**src/rtl/branch_redirect_ctrl.sv**
```systemverilog
// Front-end recovery sequencer: turns an EX branch/jump resolution into
// a registered PC redirect, IF/ID and ID/EX flushes and an EX kill window.
//
// Ports:
//   clk, reset        core clock, synchronous active-high reset
//   stall_i           hazard stall; pipeline registers hold while high
//   ex_valid_i        EX holds a real instruction
//   take_i            branch unit requests a redirect
//   branch_or_jalr_i  1 = PC-relative target, 0 = jalr target
//   branch_target_i   PC+imm
//   jalr_target_i     rs1+imm
//   redirect_o        one-cycle PC mux select toward next_pc_o
//   next_pc_o         registered redirect address
//   flush_if_id_o     clear IF/ID
//   flush_id_ex_o     clear ID/EX
//   ex_kill_o         suppress side effects of the EX instruction
//   misalign_o        sticky misaligned-target trap
// Optional (BRANCH_REDIRECT_STATS_EN):
//   stat_taken_o      redirects issued, wraps at 2^32
//   stat_squashed_o   valid EX instructions killed in SQUASH, wraps at 2^32
module branch_redirect_ctrl #(
    parameter int ADDR_WIDTH    = 32,
    parameter int SQUASH_CYCLES = 1
) (
    input  logic                  clk,
    input  logic                  reset,
    input  logic                  stall_i,
    input  logic                  ex_valid_i,
    input  logic                  take_i,
    input  logic                  branch_or_jalr_i,
    input  logic [ADDR_WIDTH-1:0] branch_target_i,
    input  logic [ADDR_WIDTH-1:0] jalr_target_i,
    output logic                  redirect_o,
    output logic [ADDR_WIDTH-1:0] next_pc_o,
    output logic                  flush_if_id_o,
    output logic                  flush_id_ex_o,
    output logic                  ex_kill_o,
    output logic                  misalign_o
`ifdef BRANCH_REDIRECT_STATS_EN
    ,
    output logic [31:0]           stat_taken_o,
    output logic [31:0]           stat_squashed_o
`endif
);

    typedef enum logic [1:0] {
        IDLE,
        REDIRECT,
        SQUASH,
        TRAP
    } state_t;

    localparam logic [2:0] SQ_LOAD = 3'(SQUASH_CYCLES);

    state_t                state_q, state_d;
    logic [2:0]            cnt_q, cnt_d;
    logic [ADDR_WIDTH-1:0] pc_q, pc_d;
    logic [ADDR_WIDTH-1:0] target;
    logic                  accept;
    logic                  misaligned;

    // jalr targets always have bit0 cleared; only bit1 can misalign.
    always_comb begin
        target = branch_or_jalr_i
               ? branch_target_i
               : {jalr_target_i[ADDR_WIDTH-1:1], 1'b0};
        misaligned = target[1];
        accept = ex_valid_i & take_i & ~stall_i;
    end

    always_comb begin
        state_d = state_q;
        cnt_d   = cnt_q;
        pc_d    = pc_q;
        unique case (state_q)
            IDLE: begin
                if (accept) begin
                    if (misaligned) begin
                        state_d = TRAP;
                    end else begin
                        pc_d    = target;
                        state_d = REDIRECT;
                    end
                end
            end
            REDIRECT: begin
                cnt_d   = SQ_LOAD;
                state_d = SQUASH;
            end
            SQUASH: begin
                // Only pipeline advances count toward the kill window.
                if (!stall_i) begin
                    cnt_d = cnt_q - 3'd1;
                    if (cnt_q == 3'd1) begin
                        state_d = IDLE;
                    end
                end
            end
            TRAP: begin
                state_d = TRAP;
            end
            default: begin
                state_d = IDLE;
            end
        endcase
    end

    always_ff @(posedge clk) begin
        if (reset) begin
            state_q <= IDLE;
            cnt_q   <= 3'd0;
            pc_q    <= '0;
        end else begin
            state_q <= state_d;
            cnt_q   <= cnt_d;
            pc_q    <= pc_d;
        end
    end

    assign redirect_o    = (state_q == REDIRECT);
    assign flush_if_id_o = (state_q == REDIRECT);
    assign flush_id_ex_o = (state_q == REDIRECT);
    assign ex_kill_o     = (state_q != IDLE);
    assign misalign_o    = (state_q == TRAP);
    assign next_pc_o     = pc_q;

`ifdef BRANCH_REDIRECT_STATS_EN
    logic [31:0] taken_q;
    logic [31:0] squashed_q;

    always_ff @(posedge clk) begin
        if (reset) begin
            taken_q    <= '0;
            squashed_q <= '0;
        end else begin
            if (state_q == IDLE && state_d == REDIRECT) begin
                taken_q <= taken_q + 32'd1;
            end
            if (state_q == SQUASH && !stall_i && ex_valid_i) begin
                squashed_q <= squashed_q + 32'd1;
            end
        end
    end

    assign stat_taken_o    = taken_q;
    assign stat_squashed_o = squashed_q;
`endif

endmodule
```
**config.mk**
```make
export PLATFORM = sky130hd
export DESIGN_NAME = branch_redirect_ctrl
export DESIGN_NICKNAME = d
export VERILOG_FILES = /design/src/rtl/branch_redirect_ctrl.sv
export SDC_FILE = /design/constraint.sdc
export NUM_CORES = 1
export LEC_CHECK = 0
export BUFFER_PORTS_ARGS = -buffer_cell sky130_fd_sc_hd__buf_2
export CAP_MARGIN = 20
export CORE_MARGIN = 8
export CORE_UTILIZATION = 40
export CTS_BUF_LIST = sky130_fd_sc_hd__clkbuf_16
export DETAILED_ROUTE_END_ITERATION = 7
export PLACE_DENSITY = 0.79
export SYNTH_ARGS = -nofsm -noshare
export SYNTH_HDL_FRONTEND = slang
export SYNTH_SLANG_ARGS = --single-unit
```
**constraint.sdc**
```tcl
create_clock -name clk -period 2.2 [get_ports clk]
set_input_delay 0.44 -clock clk [delete_from_list [all_inputs] [get_ports clk]]
set_output_delay 0.44 -clock clk [all_outputs]
set_load 0.02 [all_outputs]
```
; ---- Word level (Yosys, flattened, before mapping)
; Index checks and enable logic that the tools add are counted.
[word_totals]
register_bits = 36
inputBits = 70
out_inout_bits = 37
elab_cells = 29
[op_classes]
n_addsub = 1
n_eq_ne = 7
mux = 8
bitwise_logic = 4
n_reduce_logical = 6
[ops]
columns = operator, n
row1 = 2-to-1 mux 32 bit, 1
row2 = 2-to-1 mux 2 bit, 4
row3 = case mux 2 bit (4 select lines), 1
row4 = != test 2 bit (second input constant), 3
row5 = case mux 3 bit (2 select lines), 1
row6 = AND reduction 3 bit, 2
row7 = equality test 2 bit (second input constant), 2
row8 = nonzero test 2 bit, 2
row9 = equality test 3 x 1 -> 1 bit (second input constant), 1
row10 = 2-to-1 mux 3 bit, 1
row11 = subtractor 3 x 1 -> 3 bit (second input constant), 1
row12 = AND 1 bit, 2
row13 = equality test 2 x 1 -> 1 bit (second input constant), 1
row14 = logical NOT 2 bit, 1
row15 = inverter 1 bit, 2
row16 = AND reduction 2 bit, 1

; ---- Longest topological paths before layout
[depth]
ltp_word = 4
depth_mapped = 7
mapped_depth_nobuf = 5

; ---- Worst setup path after synthesis
; Ideal clock, no wire load.
[synth_path]
path_type = register to register
start = reg state_q[0]
end = reg pc_q[10] (netlist: next_pc_o[10])
setup_ns = 0.081
arrival_ns = 1.400
required_time_ns = 2.119
slack_ns = 0.718
path_stages_with_launch = 8
n_path_buf = 2
period_less_slack_ns = 1.482
cell_sequence = dfxtp_1 > inv_1 > ha_1 > and4b_1 > and2_4 > buf_6 > buf_12 > a211oi_2
[synth_between]
elab_chain_len = 2
[synth_rtl]
columns = item, line
row1 = from (decl), 55  ; state_t state_q, state_d;
row2 = from (signal assigned), 114  ; state_q <= state_d;
row3 = logical NOT 2 bit, 75  ; unique case (state_q)
row4 = AND reduction 3 bit (no line), --
row5 = to (signal assigned), 116  ; pc_q <= pc_d;
row6 = to (decl), 57  ; logic [ADDR_WIDTH-1:0] pc_q, pc_d;
; Every way passes these cells.
; A chain may end at the register's enable or synchronous reset.

; ---- Worst setup path in the final report
[layout_path]
start = reg state_q[0]
end = reg pc_q[21] (netlist: next_pc_o[21])
; Same word-level chain as after synthesis.

==> metrics.txt <==
# TYPE chip_impl_metric gauge
chip_impl_info{name="status",value="complete, no violations"} 1
chip_impl_metric{name="route.detailed.vias_per_inst",unit=""} 4.893
chip_impl_metric{name="worst_clock_skew",unit="ns"} 0.002037
chip_impl_metric{name="htree_num_levels",unit=""} 2
chip_impl_metric{name="fraction_of_registers_with_async_set_or_reset_after_synthesis",unit=""} 0
chip_impl_metric{name="ir_drop",unit="mV"} 0.5083
chip_impl_metric{name="chipHeight",unit="um"} 87.43
chip_impl_metric{name="drive_gt1_frac",unit=""} 0.5245
chip_impl_info{name="worst_setup_path_start_kind",value="flip-flop"} 1
chip_impl_metric{name="totalNegativeSetupSlack",unit="ns"} 0
chip_impl_metric{name="grt_max_degree",unit=""} 32
chip_impl_metric{name="io_pins",unit=""} 107
chip_impl_info{name="cts-root-buf",value="sky130_fd_sc_hd__clkbuf_16"} 1
chip_impl_metric{name="required",unit="ns"} 2.39
chip_impl_metric{name="grt_pass1_wl",unit="um"} 8521
chip_impl_metric{name="ys_types",unit=""} 28
chip_impl_metric{name="floorplan.rows",unit=""} 26
chip_impl_metric{name="groute.usage.overall",unit=""} 0.1384
chip_impl_info{name="rsz0062_at_grt",value="false"} 1
chip_impl_info{name="timing.critical_path.cells",value="inv_1, ha_1, and4b_1, buf_4, a21oi_1, a211oi_2"} 1
chip_impl_metric{name="dp_hpwl",unit="um"} 3970
chip_impl_info{name="mostFrequentLayoutCell",value="sky130_fd_sc_hd__buf_2"} 1
chip_impl_metric{name="hold_bufs_at_cts",unit=""} 0
chip_impl_metric{name="detailedRoute.firstPassIterationCount",unit=""} 4
chip_impl_metric{name="post_synthesis_sequential_area_ratio",unit=""} 0.3532
chip_impl_metric{name="clock_latency",unit="ns"} 0.27
chip_impl_metric{name="period_minus_slack",unit="ns"} 1.658
chip_impl_metric{name="crit_path_max_incr_delay",unit="ns"} 0.32
chip_impl_metric{name="synthesis.instances",unit=""} 189
chip_impl_metric{name="power.density_cell_area",unit="nW/um^2"} 764.4
chip_impl_metric{name="drt.antenna.violating_nets",unit=""} 0
chip_impl_metric{name="count_of_flip_flops_with_a_built_in_enable_after_synthesis",unit=""} 0
chip_impl_metric{name="final-max-slew-violation-count",unit=""} 0
chip_impl_metric{name="timing.slew.headroom",unit=""} 0.6638
chip_impl_metric{name="via_count_of_the_first_global_routing_pass",unit=""} 1855
chip_impl_metric{name="number_of_buffer_and_inverter_instances_along_the_worst_setup_path",unit=""} 2
chip_impl_metric{name="post_cts_resize_count",unit=""} 0
chip_impl_info{name="cpMaxStageDelayCell",value="sky130_fd_sc_hd__dfxtp_1"} 1
chip_impl_metric{name="detailroute.via_count",unit=""} 1742
chip_impl_metric{name="ys_ff_latch",unit=""} 36
chip_impl_info{name="hold_path_class",value="in2reg"} 1
chip_impl_metric{name="max-cap-violations",unit=""} 0
chip_impl_metric{name="avgRoutedWirePerCell",unit="um"} 14.62
chip_impl_metric{name="fmax",unit="MHz"} 603.3
chip_impl_metric{name="ys_warn_count",unit=""} 0
chip_impl_metric{name="dp_cells",unit=""} 349
chip_impl_metric{name="globalRouteOverflowTotal",unit=""} 0
chip_impl_info{name="cp_top_family",value="buffers and inverters"} 1
chip_impl_metric{name="die_x",unit="um"} 87.43
chip_impl_metric{name="postCtsSetupRepairBufs",unit=""} 0
chip_impl_metric{name="layout.nets",unit=""} 363
chip_impl_metric{name="floorplan.core_area",unit="um^2"} 5010
chip_impl_metric{name="die-area",unit="um^2"} 7643
chip_impl_info{name="critPathKind",value="reg2reg"} 1
chip_impl_metric{name="synthesis.area",unit="um^2"} 2041
chip_impl_metric{name="setup_violations",unit=""} 0
chip_impl_metric{name="clkTransAtPathRegs",unit="ns"} 0.05
chip_impl_metric{name="syn_nets",unit=""} 266
chip_impl_metric{name="start_util",unit=""} 0.4073
chip_impl_metric{name="nFillCells",unit=""} 474
chip_impl_info{name="yosys_most_used_dff",value="sky130_fd_sc_hd__dfxtp_1"} 1
chip_impl_metric{name="routed_wirelength",unit="um"} 5203
chip_impl_metric{name="instances_no_fill",unit=""} 356
chip_impl_metric{name="critical_path.max_fanout",unit=""} 30
chip_impl_metric{name="remaining_drc_errors",unit=""} 0
chip_impl_info{name="layout.cells.most_common_list",value="104 x sky130_fd_sc_hd__buf_2, 36 x sky130_fd_sc_hd__dfxtp_1, 32 x sky130_fd_sc_hd__mux2i_1, 32 x sky130_fd_sc_hd__a21oi_1, 30 x sky130_fd_sc_hd__a211oi_2"} 1
chip_impl_info{name="crit_path_end_kind",value="flip-flop"} 1
chip_impl_metric{name="drtIter0Drc",unit=""} 70
chip_impl_metric{name="critPathArrivalTime",unit="ns"} 1.85
chip_impl_metric{name="grt_antenna_before_repair",unit=""} 0
chip_impl_metric{name="n_antenna_cell",unit=""} 0
chip_impl_metric{name="max_slew.worst_pin.slew",unit="ns"} 0.5043
chip_impl_metric{name="syn_to_final_growth",unit="%"} 31.39
chip_impl_metric{name="io_buffers",unit=""} 104
chip_impl_metric{name="place_congestion",unit=""} 0.6930
chip_impl_metric{name="static-leakage-power",unit="nW"} 1.242
chip_impl_metric{name="syn_area_per_cell",unit="um^2"} 10.80
chip_impl_metric{name="cts.sinks",unit=""} 36
chip_impl_info{name="tritoncts",value="done"} 1
chip_impl_metric{name="clockBufferDepth",unit=""} 2
chip_impl_metric{name="post-route-period-util",unit=""} 0.7535
chip_impl_metric{name="timing_hold_violations_final",unit=""} 0
chip_impl_metric{name="cts_made_buffers",unit=""} 5
[power breakdown]
group          switching, mW  internal, mW  total (mW)
clock                  0.235         0.406       0.641
sequential            0.0367         0.714       0.751
combinational          0.381         0.277       0.658
total                  0.653          1.40        2.05
[cell usage after synthesis (3+ instances only)]
cell type / number / share of area
sky130_fd_sc_hd__mux2i_1: 32 / 0.16
sky130_fd_sc_hd__buf_4: 3 / 0.011
sky130_fd_sc_hd__ha_1: 7 / 0.043
sky130_fd_sc_hd__nor2_1: 3 / 0.0055
sky130_fd_sc_hd__buf_12: 3 / 0.029
sky130_fd_sc_hd__a21oi_1: 32 / 0.078
sky130_fd_sc_hd__a211oi_2: 30 / 0.18
sky130_fd_sc_hd__nand2b_1: 3 / 0.0092
sky130_fd_sc_hd__inv_1: 6 / 0.011
sky130_fd_sc_hd__buf_2: 10 / 0.025
sky130_fd_sc_hd__nand3b_1: 3 / 0.011
sky130_fd_sc_hd__clkbuf_1: 3 / 0.0055
sky130_fd_sc_hd__dfxtp_1: 36 / 0.35
[worst reg2reg max path, stage by stage (launching register included)]
cell	delay, ns
sky130_fd_sc_hd__dfxtp_1	0.32
sky130_fd_sc_hd__inv_1	0.13
sky130_fd_sc_hd__ha_1	0.23
sky130_fd_sc_hd__and4b_1	0.24
sky130_fd_sc_hd__buf_4	0.30
sky130_fd_sc_hd__a21oi_1	0.16
sky130_fd_sc_hd__a211oi_2	0.20
[final cells by class]
class                           count  area (um^2)  share of cell area
Clock buffer                        5        125.1             0.04666
Clock inverter                      2        8.758            0.003266
Inverter                            6        22.52            0.008399
Multi-Input combinational cell    126         1131              0.4218
Sequential cell                    36        720.7              0.2688
Tap cell                           70        87.58             0.03266
Timing Repair Buffer              111        585.6              0.2184
[sequential cells by signal (all words and copies together), names as in the netlist]
| name | cells |
|---|---|
| cnt_q | 3 |
| next_pc_o | 31 |
| state_q | 2 |
[cell families after synthesis]
logic type	count (synthesis)	share of synthesized area
and+or+nand+nor	15	0.04721
other	1	0.001838
buffers and inverters	27	0.09258
DFF	36	0.3532
AOI/OAI and AO/OA	69	0.2888
adders and majority gates	7	0.04292
muxes	34	0.1735
[metal layers]
metal,part of all wire,up-vias,global-route usage
li1,-,884,-
met1,0.42,786,0.1552
met2,0.47,70,0.2321
met3,0.11,2,0.06226
met4,0.0033,0,0.03281
met5,0,-,0
[stage by stage]
stage	setup slack [ns]	total power, mW	util	cell area, um^2	hold WS [ns]
floorplan	0.7185	1.257	-	2041	0.4496
global route	0.3608	2.186	0.5352	2681	0.4668
global placement	0.5609	1.405	0.5085	2547	0.4597
CTS	0.5066	2.080	0.5352	2681	0.4403
finish	0.5424	2.050	0.5352	2681	0.4415
detailed placement	0.5297	1.430	0.5085	2547	0.4589
[path summary, 6_finish.rpt]
path	from	to	slack (ns)	depth (start not counted)
worst max-delay path	state_q[0]$_SDFFE_PP0P_	next_pc_o[21]$_SDFFE_PP0P_	0.54	6
worst min-delay path	branch_target_i[0]	next_pc_o[0]$_SDFFE_PP0P_	0.44	3
worst max register to register	state_q[0]$_SDFFE_PP0P_	next_pc_o[21]$_SDFFE_PP0P_	0.54	6
worst min register to register	next_pc_o[0]$_SDFFE_PP0P_	next_pc_o[0]$_SDFFE_PP0P_	0.47	2
No activity file was read; power rests on OpenSTA's default activity.
